### config.mk
export PLATFORM = sky130hd
export DESIGN_NAME = uart_rx_flat
export DESIGN_NICKNAME = d
export VERILOG_FILES = /design/src/rtl/uart_rx_pkg.sv /design/src/rtl/uart_rx_if.sv /design/src/rtl/uart_sync.sv /design/src/rtl/uart_rx.sv /design/src/flat_wrapper.sv
export SDC_FILE = /design/constraint.sdc
export NUM_CORES = 1
export LEC_CHECK = 0
export CAP_MARGIN = 20
export CORE_MARGIN = 4
export CORE_UTILIZATION = 51
export CTS_CLUSTER_DIAMETER = 60
export DETAILED_ROUTE_END_ITERATION = 16
export GPL_TIMING_DRIVEN = 1
export PLACE_DENSITY = 0.81
export SYNTH_ARGS = -nofsm -noshare
export SYNTH_HDL_FRONTEND = slang
export SYNTH_SLANG_ARGS = --single-unit
### constraint.sdc
create_clock -name clk -period 1.7 [get_ports clk]
set_input_delay 0.17 -clock clk [delete_from_list [all_inputs] [get_ports clk]]
set_output_delay 0.17 -clock clk [all_outputs]
set_load 0.05 [all_outputs]
### src/rtl/uart_rx_pkg.sv
// Shared UART definitions: receiver state encoding and 8N1 frame constants.
// Also intended for reuse by the matching transmitter.
package microforth_uart_pkg;

    typedef enum logic [2:0] {
        IDLE,
        START,
        DATA,
        PARITY,
        STOP,
        WAIT_IDLE
    } state_t;

    localparam int DEFAULT_CLKS_PER_BIT = 139;
    localparam int DATA_BITS            = 8;
    localparam int STOP_BITS            = 1;

endpackage

### src/rtl/uart_rx_if.sv
// Byte-side handshake bundle between the UART receiver and its consumer.
// Defining UART_RX_PARITY_EN adds the parity_err pulse.
interface uart_rx_if;

    logic [7:0] rx_data;
    logic       rx_valid;
    logic       rx_ready;
    logic       frame_err;
    logic       overrun;
    logic       busy;
`ifdef UART_RX_PARITY_EN
    logic       parity_err;
`endif

    modport master (
`ifdef UART_RX_PARITY_EN
        output parity_err,
`endif
        output rx_data, rx_valid, frame_err, overrun, busy,
        input  rx_ready
    );

    modport slave (
`ifdef UART_RX_PARITY_EN
        input  parity_err,
`endif
        input  rx_data, rx_valid, frame_err, overrun, busy,
        output rx_ready
    );

endinterface

### src/rtl/uart_sync.sv
// Flop chain bringing an asynchronous serial line into the clk domain.
// Resets to 1 so an idle (high) line never looks like a start bit.
module uart_sync #(
    parameter int STAGES = 2
) (
    input  logic clk,
    input  logic rst_n,
    input  logic din,
    output logic dout
);

    logic [STAGES-1:0] chain;

    always_ff @(posedge clk) begin
        if (!rst_n) chain <= '1;
        else        chain <= {chain[STAGES-2:0], din};
    end

    assign dout = chain[STAGES-1];

endmodule

### src/rtl/uart_rx.sv
// 8N1 UART receiver on the system clock with a valid/ready byte output.
// Build option UART_RX_PARITY_EN inserts an even-parity bit and parity_err.
module uart_rx
    import microforth_uart_pkg::*;
#(
    parameter int CLKS_PER_BIT = DEFAULT_CLKS_PER_BIT,
    parameter int SYNC_STAGES  = 2
) (
    input  logic      clk,
    input  logic      rst_n,
    input  logic      rxd,
    uart_rx_if.master bus
);

    localparam logic [15:0] HALF     = 16'((CLKS_PER_BIT - 1) / 2);
    localparam logic [15:0] FULL     = 16'(CLKS_PER_BIT - 1);
    localparam logic [2:0]  LAST_IDX = 3'(DATA_BITS - 1);

    state_t      state_q, state_d;
    logic [15:0] bit_cnt_q, bit_cnt_d;
    logic [2:0]  idx_q, idx_d;
    logic [7:0]  shreg_q, shreg_d;
    logic        rxs;
    logic        commit;
    logic        ferr;
`ifdef UART_RX_PARITY_EN
    logic        parity_q, parity_d;
    logic        perr;
`endif

    uart_sync #(.STAGES(SYNC_STAGES)) u_sync (
        .clk  (clk),
        .rst_n(rst_n),
        .din  (rxd),
        .dout (rxs)
    );

    always_comb begin
        state_d   = state_q;
        bit_cnt_d = bit_cnt_q + 16'd1;
        idx_d     = idx_q;
        shreg_d   = shreg_q;
        commit    = 1'b0;
        ferr      = 1'b0;
`ifdef UART_RX_PARITY_EN
        parity_d  = parity_q;
        perr      = 1'b0;
`endif
        case (state_q)
            IDLE: begin
                bit_cnt_d = '0;
                if (!rxs) state_d = START;
            end
            START: begin
                // Mid-start-bit recheck filters glitches shorter than half a bit
                if (bit_cnt_q == HALF) begin
                    bit_cnt_d = '0;
                    idx_d     = '0;
                    state_d   = rxs ? IDLE : DATA;
                end
            end
            DATA: begin
                if (bit_cnt_q == FULL) begin
                    bit_cnt_d      = '0;
                    shreg_d[idx_q] = rxs;
                    idx_d          = idx_q + 3'd1;
                    if (idx_q == LAST_IDX) begin
`ifdef UART_RX_PARITY_EN
                        state_d = PARITY;
`else
                        state_d = STOP;
`endif
                    end
                end
            end
`ifdef UART_RX_PARITY_EN
            PARITY: begin
                if (bit_cnt_q == FULL) begin
                    bit_cnt_d = '0;
                    parity_d  = rxs;
                    state_d   = STOP;
                end
            end
`endif
            STOP: begin
                // Leaving to IDLE right at the sample keeps back-to-back frames lossless
                if (bit_cnt_q == FULL) begin
                    bit_cnt_d = '0;
`ifdef UART_RX_PARITY_EN
                    perr = ^shreg_q ^ parity_q;
`endif
                    if (rxs) begin
                        commit  = 1'b1;
                        state_d = IDLE;
                    end else begin
                        ferr    = 1'b1;
                        state_d = WAIT_IDLE;
                    end
                end
            end
            WAIT_IDLE: begin
                bit_cnt_d = '0;
                if (rxs) state_d = IDLE;
            end
            default: begin
                bit_cnt_d = '0;
                state_d   = IDLE;
            end
        endcase
    end

    always_ff @(posedge clk) begin
        if (!rst_n) begin
            state_q       <= IDLE;
            bit_cnt_q     <= '0;
            idx_q         <= '0;
            bus.rx_data   <= '0;
            bus.rx_valid  <= 1'b0;
            bus.frame_err <= 1'b0;
            bus.overrun   <= 1'b0;
`ifdef UART_RX_PARITY_EN
            bus.parity_err <= 1'b0;
`endif
        end else begin
            state_q       <= state_d;
            bit_cnt_q     <= bit_cnt_d;
            idx_q         <= idx_d;
            bus.frame_err <= ferr;
`ifdef UART_RX_PARITY_EN
            bus.parity_err <= perr;
`endif
            // A commit that coincides with a transfer is a reload, not an overrun
            if (commit) begin
                bus.rx_data  <= shreg_q;
                bus.rx_valid <= 1'b1;
                bus.overrun  <= bus.rx_valid && !bus.rx_ready;
            end else if (bus.rx_valid && bus.rx_ready) begin
                bus.rx_valid <= 1'b0;
                bus.overrun  <= 1'b0;
            end
        end
    end

    always_ff @(posedge clk) begin
        shreg_q  <= shreg_d;
`ifdef UART_RX_PARITY_EN
        parity_q <= parity_d;
`endif
    end

    assign bus.busy = (state_q != IDLE);

endmodule

### src/flat_wrapper.sv
// flat-port wrapper written by rule: the top's interface ports become plain ports
module uart_rx_flat import microforth_uart_pkg::*;
#(
    parameter int CLKS_PER_BIT = DEFAULT_CLKS_PER_BIT,
    parameter int SYNC_STAGES  = 2
)
  (clk, rst_n, rxd, bus_rx_data, bus_rx_valid, bus_frame_err, bus_overrun, bus_busy, bus_rx_ready);
  uart_rx_if bus_i ();
  input  logic clk;
  input  logic rst_n;
  input  logic rxd;
  output wire logic [$bits(bus_i.rx_data)-1:0] bus_rx_data;
  output wire logic [$bits(bus_i.rx_valid)-1:0] bus_rx_valid;
  output wire logic [$bits(bus_i.frame_err)-1:0] bus_frame_err;
  output wire logic [$bits(bus_i.overrun)-1:0] bus_overrun;
  output wire logic [$bits(bus_i.busy)-1:0] bus_busy;
  input wire logic [$bits(bus_i.rx_ready)-1:0] bus_rx_ready;
  assign bus_rx_data = bus_i.rx_data;
  assign bus_rx_valid = bus_i.rx_valid;
  assign bus_frame_err = bus_i.frame_err;
  assign bus_overrun = bus_i.overrun;
  assign bus_busy = bus_i.busy;
  assign bus_i.rx_ready = bus_rx_ready;
  uart_rx #(.CLKS_PER_BIT(CLKS_PER_BIT), .SYNC_STAGES(SYNC_STAGES)) u_core (.clk(clk), .rst_n(rst_n), .rxd(rxd), .bus(bus_i));
endmodule
==> flow_metrics.tcl <==
set metrics [dict create \
    worstSetupEndpointType "flip-flop" \
    io_buffers 15 \
    synth-adder-area-share_pct 3.12 \
    regArea_um2 942 \
    vias 1465 \
    power_frac_seq_pct 50.4 \
    start_kind "flip-flop" \
    routed_wl_um 3590 \
    drive_gt1_share_pct 20.9 \
    ant_nets 0 \
    grt_pass1_vias 1426 \
    yosysUniqueCellTypes 44 \
    cp_data_arrival_time_ps 1690 \
    synth_edf_count 8 \
    clk_pin_slew_ps 80 \
    ys_top_cells_by_count "nor2_1 (44), dfxtp_1 (35), nand2_1 (13)" \
    fmax_mhz 595 \
    relSlewSlack_pct 67.0 \
    core_area_um2 3740 \
    grtUsageTotal_pct 15.2 \
    post_synth_and_or_nand_nor_area_fraction_pct 27.8 \
    syn_avg_cell_area_um2 9.98 \
    fin_tns_setup_ps 0 \
    worstMarginPinSlew_ps 493 \
    fin_crit_sh_pct 98.9 \
    clk_path_buf_depth 2 \
    cp_top_family "simple AND/OR/NAND/NOR gates" \
    cts_sinks 43 \
    fp.dieH_um 70.7 \
    start_util_pct 53.6 \
    setup_violations 0 \
    synth-xor-area-share_pct 6.55 \
    antenna_found_initial 0 \
    cts_tree "built" \
    grt.overflow.total 0 \
    dr.first_iter.drc_count 52 \
    multi_input_area_um2 1010 \
    cts-resized-gates 0 \
    rsz0062_at_grt "yes" \
    grt_pass1_wl_um 6160 \
    synth-main-ff-cell "dfxtp_1" \
    fin_util_pct 65.8 \
    synth_compound_area_share_pct 6.73 \
    cp_max_fo 4 \
    status "complete, no violations" \
    synth_top_family_by_area "simple AND/OR/NAND/NOR gates" \
    power_density_nw_per_um2 863 \
    clock_latency_ps 290 \
    cellLeakagePower_nw 0.965 \
    dp_hpwl_um 2490 \
    hold_viol 0 \
    yosysTopAreaCellShare_pct 34.9 \
    drc 0 \
    drt-wirelength-per-cell_um 12.7 \
    dp.cells 275 \
    nFillCells 315 \
    cp.buffers_inverters 1 \
    place.gp.congestion 0.813 \
    hold_path.class "reg2reg" \
    synthCells 201 \
    grt_max_degree 17 \
    slowest_stage "dfxtp_1" \
    yosys-mux-area-fraction_pct 5.49 \
    fin_crit_ps 1680 \
    p_clk_share_pct 37.2 \
    dieArea_um2 5000 \
    final-instance-count-excl-fill 283 \
    critPathMaxStageDelay_ps 330 \
    cts_inserted_buffers 5 \
    vias_per_cell 5.18 \
    drt_pre_antenna_iters 4 \
    ys_seq_area_share_pct 46.9 \
    syn-num-nets 210 \
    p_switching_uw 510 \
    intPower_mw 1.61 \
    power_frac_comb_pct 12.4 \
    ys_warn_count 0 \
    yosys-top-cells-area "dfxtp_1 (35%), edfxtp_1 (12%), nor2_1 (8.2%), mux2i_1 (5.5%), xnor2_1 (3.9%)" \
    async_flop_share_pct 0 \
    htreeDepth 2 \
    holdBufCountCts 0 \
    finClkSkew_ps 5.74 \
    ir_drop_mv 0.667 \
    drv_cap 0 \
    syn_area_um2 2010 \
    p_sw_share_pct 24.0 \
    crit_required_ps 1710 \
    finalNetCount 243 \
    synth.most_common_cell "nor2_1" \
    die_w_um 70.7 \
    regToRegSetupSlack_ps 20 \
    rows 22 \
    path_class "reg2reg" \
    area_growth_pct 22.7 \
    post_cts.repair.setup_buffers 0 \
    yosys_register_bits 43 \
    io_pins 16 \
    cts_root_buffer "clkbuf_8" \
    maxSlewViolCount 0 \
    path_cells "inv_1 -> ha_1 -> nand4b_1 -> nand2b_4 -> nor3_4 -> nand2_1 -> nor3_2" \
    diodes 0 \
    total_power_mw 2.12 \
    yosysTopAreaCell "dfxtp_1" \
]
power groups by stage:
| stage | clock (mW) | sequential [mW] | combinational [mW] |
|---|---|---|---|
| 2_1_floorplan | 0 | 1.08 | 0.187 |
| 3_3_place_gp | 0 | 1.09 | 0.260 |
| 3_5_place_dp | 0 | 1.09 | 0.262 |
| 4_1_cts | 0.811 | 1.07 | 0.264 |
| 5_1_grt | 0.857 | 1.07 | 0.283 |
| 6_report | 0.790 | 1.07 | 0.264 |
cell families (layout without fill, tap and decap cells):
kind of cell               Yosys count  in the layout
and+or+nand+nor                     99             99
DFF                                 43             43
AOI/OAI and AO/OA                   15             15
xor gates and xnor gates            15             15
buffers and inverters               13             47
muxes                               11             11
adders and majority gates            5              5
path summary, 6_finish.rpt:
check,from,end,depth (start not counted)
min,u_core.u_sync.chain[0]$_SDFF_PN1_,u_core.u_sync.chain[1]$_SDFF_PN1_,1
min reg2reg,u_core.u_sync.chain[0]$_SDFF_PN1_,u_core.u_sync.chain[1]$_SDFF_PN1_,1
max reg2reg,u_core.bit_cnt_q[0]$_SDFF_PN0_,u_core.shreg_q[1]$_DFFE_PP_,7
max,u_core.bit_cnt_q[0]$_SDFF_PN0_,u_core.shreg_q[1]$_DFFE_PP_,7
per-layer routing:
layer | GRT usage (%) | vias to the layer above | share of wire, %
met4 | 6.47 | 0 | 1.4
met2 | 25.7 | 19 | 50
li1 | - | 757 | -
met1 | 18.1 | 683 | 45
met5 | 0 | - | 0
met3 | 4.26 | 6 | 3.3
layout by cell type, fill, tap and decap left out, types with 2 or more instances in the layout:
cell / instances
clkdlybuf4s50_1: 13
a22oi_1: 2
clkbuf_8: 5
buf_12: 3
nor3_2: 3
nand2b_1: 5
nor4_4: 2
nand3_1: 8
dfxtp_1: 34
xnor2_1: 9
nor3_1: 4
nor2_2: 2
nor2_1: 42
nand3_2: 2
edfxtp_1: 8
inv_1: 6
a211oi_1: 2
nand4_1: 2
buf_4: 17
a21oi_1: 4
ha_1: 5
xor2_1: 6
mux2i_1: 11
nand2_1: 13
or3b_4: 2
flip-flops by register name, summed over array words and instances (netlist names):
signal and cells:
u_core.bus.rx_valid 1, u_core.bus.frame_err 1, u_core.bus.rx_data 8, u_core.bit_cnt_q 16, u_core.bus.overrun 1, u_core.u_sync.chain 2
u_core.shreg_q 8, u_core.state_q 3, u_core.idx_q 3
through the flow:
stage	cell area [µm²]	hold WS, ps	worst slack, ps
6_report	2460	410	19.3
5_1_grt	2460	436	-109
4_1_cts	2450	411	19.0
3_5_place_dp	2340	391	27.2
3_3_place_gp	2340	391	74.6
2_1_floorplan	2010	243	47.7
layout make-up:
cell class,instances,share of cell area (%)
Timing Repair Buffer,33,12.9
Sequential cell,43,38.3
Tap cell,48,2.44
Inverter,6,0.915
Clock inverter,3,1.78
Clock buffer,5,2.79
Multi-Input combinational cell,145,40.9
No activity file was read; power rests on OpenSTA's default activity.
==> patch (same settings) <==
`SYNC_STAGES` is set to 2 in 2 places; all go to 4.
--- a/src/rtl/uart_rx.sv
+++ b/src/rtl/uart_rx.sv
@@ -4,7 +4,7 @@
     import microforth_uart_pkg::*;
 #(
     parameter int CLKS_PER_BIT = DEFAULT_CLKS_PER_BIT,
-    parameter int SYNC_STAGES  = 2
+    parameter int SYNC_STAGES  = 4
 ) (
     input  logic      clk,
     input  logic      rst_n,
--- a/src/flat_wrapper.sv
+++ b/src/flat_wrapper.sv
@@ -2,7 +2,7 @@
 module uart_rx_flat import microforth_uart_pkg::*;
 #(
     parameter int CLKS_PER_BIT = DEFAULT_CLKS_PER_BIT,
-    parameter int SYNC_STAGES  = 2
+    parameter int SYNC_STAGES  = 4
 )
   (clk, rst_n, rxd, bus_rx_data, bus_rx_valid, bus_frame_err, bus_overrun, bus_busy, bus_rx_ready);
   uart_rx_if bus_i ();
Behaviour: not the same (Yosys sat finds a counterexample within 4 cycles, from zero or initial values and one cycle with rst_n low).
==> patch against the original RTL <==
- first-iteration DRC count grew 42%
- area after synthesis increased by 1.7%
- design area is 5.5% higher
- sequential cell count increased by 2
- clock skew increased by 2.7 ps
- synthesized cell count is 1.5% higher
- wire length up 5.6%
- the flow now finishes with violations (negative setup slack)
- setup slack lost 59 ps
Power is not compared: it rests on default switching activity, and its combinational part moved more than twofold at a synthesized area within 25%.
==> patch: results (changes against the original RTL) <==
Run status
  • Failing checks: negative setup slack
  • Status: finished, violations left

Drt
  • Wl on met1: 1.685 mm (+3.6%)
  • 1st-iter DRT viols: 74 (+42%)
  • Met3 routed wirelength: 160 microns (+36%)
  • Via count: 1511 (+3.1%)
  • Routed wire length: 3.793 mm (+5.6%)
  • Met2 Wirelength: 1.857 mm (+3.5%)

CTS
  • CTS max path bufs: 2 (unchanged)
  • Root Driver: clkbuf_8
  • Worst-path clk slew: 80 ps (about the same)
  • Clock H-tree levels: 2 (unchanged)
  • CTS Buf Count: 5 (unchanged)
  • Post-cts gate resize count: 9 (+9)

STA
  • Clk_skew: 8.475 ps (+2.730 ps)
  • Final hold slack: 409.0 ps (-0.5830 ps)
  • Final setup vio count: 4 (+4)
  • Final setup margin: -39.96 ps (-59.23 ps)
  • Slew headroom: 0.6575 (-0.01260)
  • Setup TNS Final: -102.9 ps (-102.9 ps)

Global route
  • Grt met3 use: 0.04348 (+0.0008646)
  • Met2 global-route usage: 0.2673 (+0.009880)
  • First-pass GRT wire length: 6.437 mm (+4.5%)
  • GRT Total Usage: 0.1580 (+0.005576)
  • Largest net degree at the start of global routing: 18 (+1)
  • M1 GR Usage: 0.1862 (+0.004998)
  • Antenna violations before repair: 0 (unchanged)

Yosys
  • Seq/Total Area, Yosys: 0.4807 (+0.01186)
  • Synth cell types: 41 (-6.8%)
  • Adder-Cell Fraction of Synth Area: 0.03066 (-0.0005160)
  • Syn Inst Count: 204 (+1.5%)
  • Compound-gate portion of the synthesized area: 0.04476 (-0.02257)
  • Mapped Nets: 213 (+1.4%)
  • Multiplexer share of the synthesized area: 0.06867 (+0.01381)
  • Most frequent cells after synthesis: dfxtp_1, nor2_1, nand2_1, mux2i_1, nor2b_1
  • Ranking of synthesized cells by area: dfxtp_1, edfxtp_1, mux2i_1
  • Synth Area in XOR/XNOR: 0.06438 (-0.001084)
  • YS warnings: 0 (unchanged)

Final layout
  • Share of cells above drive strength 1: 0.2448 (+0.03630)
  • Finished Layout Cells: 289 (+2.1%)
  • Sequential Area: 988.4 sq um (+4.9%)
  • Nets: 249 (+2.5%)
  • Antenna cells: 0 (unchanged)
  • Fill cell total of the finished layout: 274 (-13%)

Pwr
  • P_clk: 770 uW
  • Leak Pwr: 0.001014 uW
  • Combinational power share: 0.240

Worst hold path
  • Hold Path Cell Cnt: 1 (unchanged)
  • Hold Path Origin: u_core.u_sync.chain[1]$_SDFF_PN1_
  • WHS Endpoint: u_core.u_sync.chain[2]$_SDFF_PN1_

Placement
  • DP Area: 2384 sq um (+1.9%)
  • Placed Instances: 280 (+1.8%)
  • Post-DP HPWL: 2.631 mm (+5.7%)
  • Dpl ws: -118.5 ps (-145.7 ps)
  • Gpl congestion: 0.7995 (-1.7%)

Critical path
  • Register-to-Register Path Depth: 6 (-1)
  • Crit path DAT: 1740 ps (+50 ps)
  • Reg-to-Reg End: u_core.shreg_q[0]$_DFFE_PP_
  • Crit path max fanout: 4 (unchanged)
==> patch: changes by cell type after synthesis, moves of 3 or more <==
cell | unedited run | this run
nor2_1 | 44 | 30
nor2b_1 | 0 | 12
a21oi_1 | 4 | 0
and2_1 | 1 | 4
inv_1 | 6 | 3
mux2i_1 | 11 | 14
nor3_2 | 3 | 0
nor3b_2 | 0 | 3
xnor2_1 | 9 | 6
xor2_1 | 6 | 9
==> patch: worst max path at each step <==
stage                                               from                                  to  slack, ps  cells past startpoint
after floorplan           u_core.bit_cnt_q[0]$_SDFF_PN0_         u_core.shreg_q[0]$_DFFE_PP_          5                      6
after global placement    u_core.bit_cnt_q[0]$_SDFF_PN0_     u_core.bus.overrun$_SDFFE_PN0P_        -30                      7
after detailed placement  u_core.bit_cnt_q[0]$_SDFF_PN0_  u_core.bus.rx_data[2]$_SDFFE_PN0P_       -120                      7
after CTS                 u_core.bit_cnt_q[0]$_SDFF_PN0_         u_core.shreg_q[0]$_DFFE_PP_        0.6                      6
after global routing      u_core.bit_cnt_q[0]$_SDFF_PN0_         u_core.shreg_q[1]$_DFFE_PP_       -110                      8
final                     u_core.bit_cnt_q[0]$_SDFF_PN0_         u_core.shreg_q[0]$_DFFE_PP_        -40                      6
==> patch: layout make-up <==
class / instances / share of cell area
timing repair buffer: 37 / 0.1276
tap: 48 / 0.02312
clock buffer: 6 / 0.02794
inverter: 3 / 0.004335
sequential: 45 / 0.3805
multi-input combinational: 148 / 0.4234
clock inverter: 2 / 0.01301
==> patch: worst max-delay path, cell delays in order (launching register included) <==
cell and delay (ps):
dfxtp_2 340, inv_2 60, ha_4 120, and4b_2 280, nand3_2 120, or3_4 390
nor3_4 130
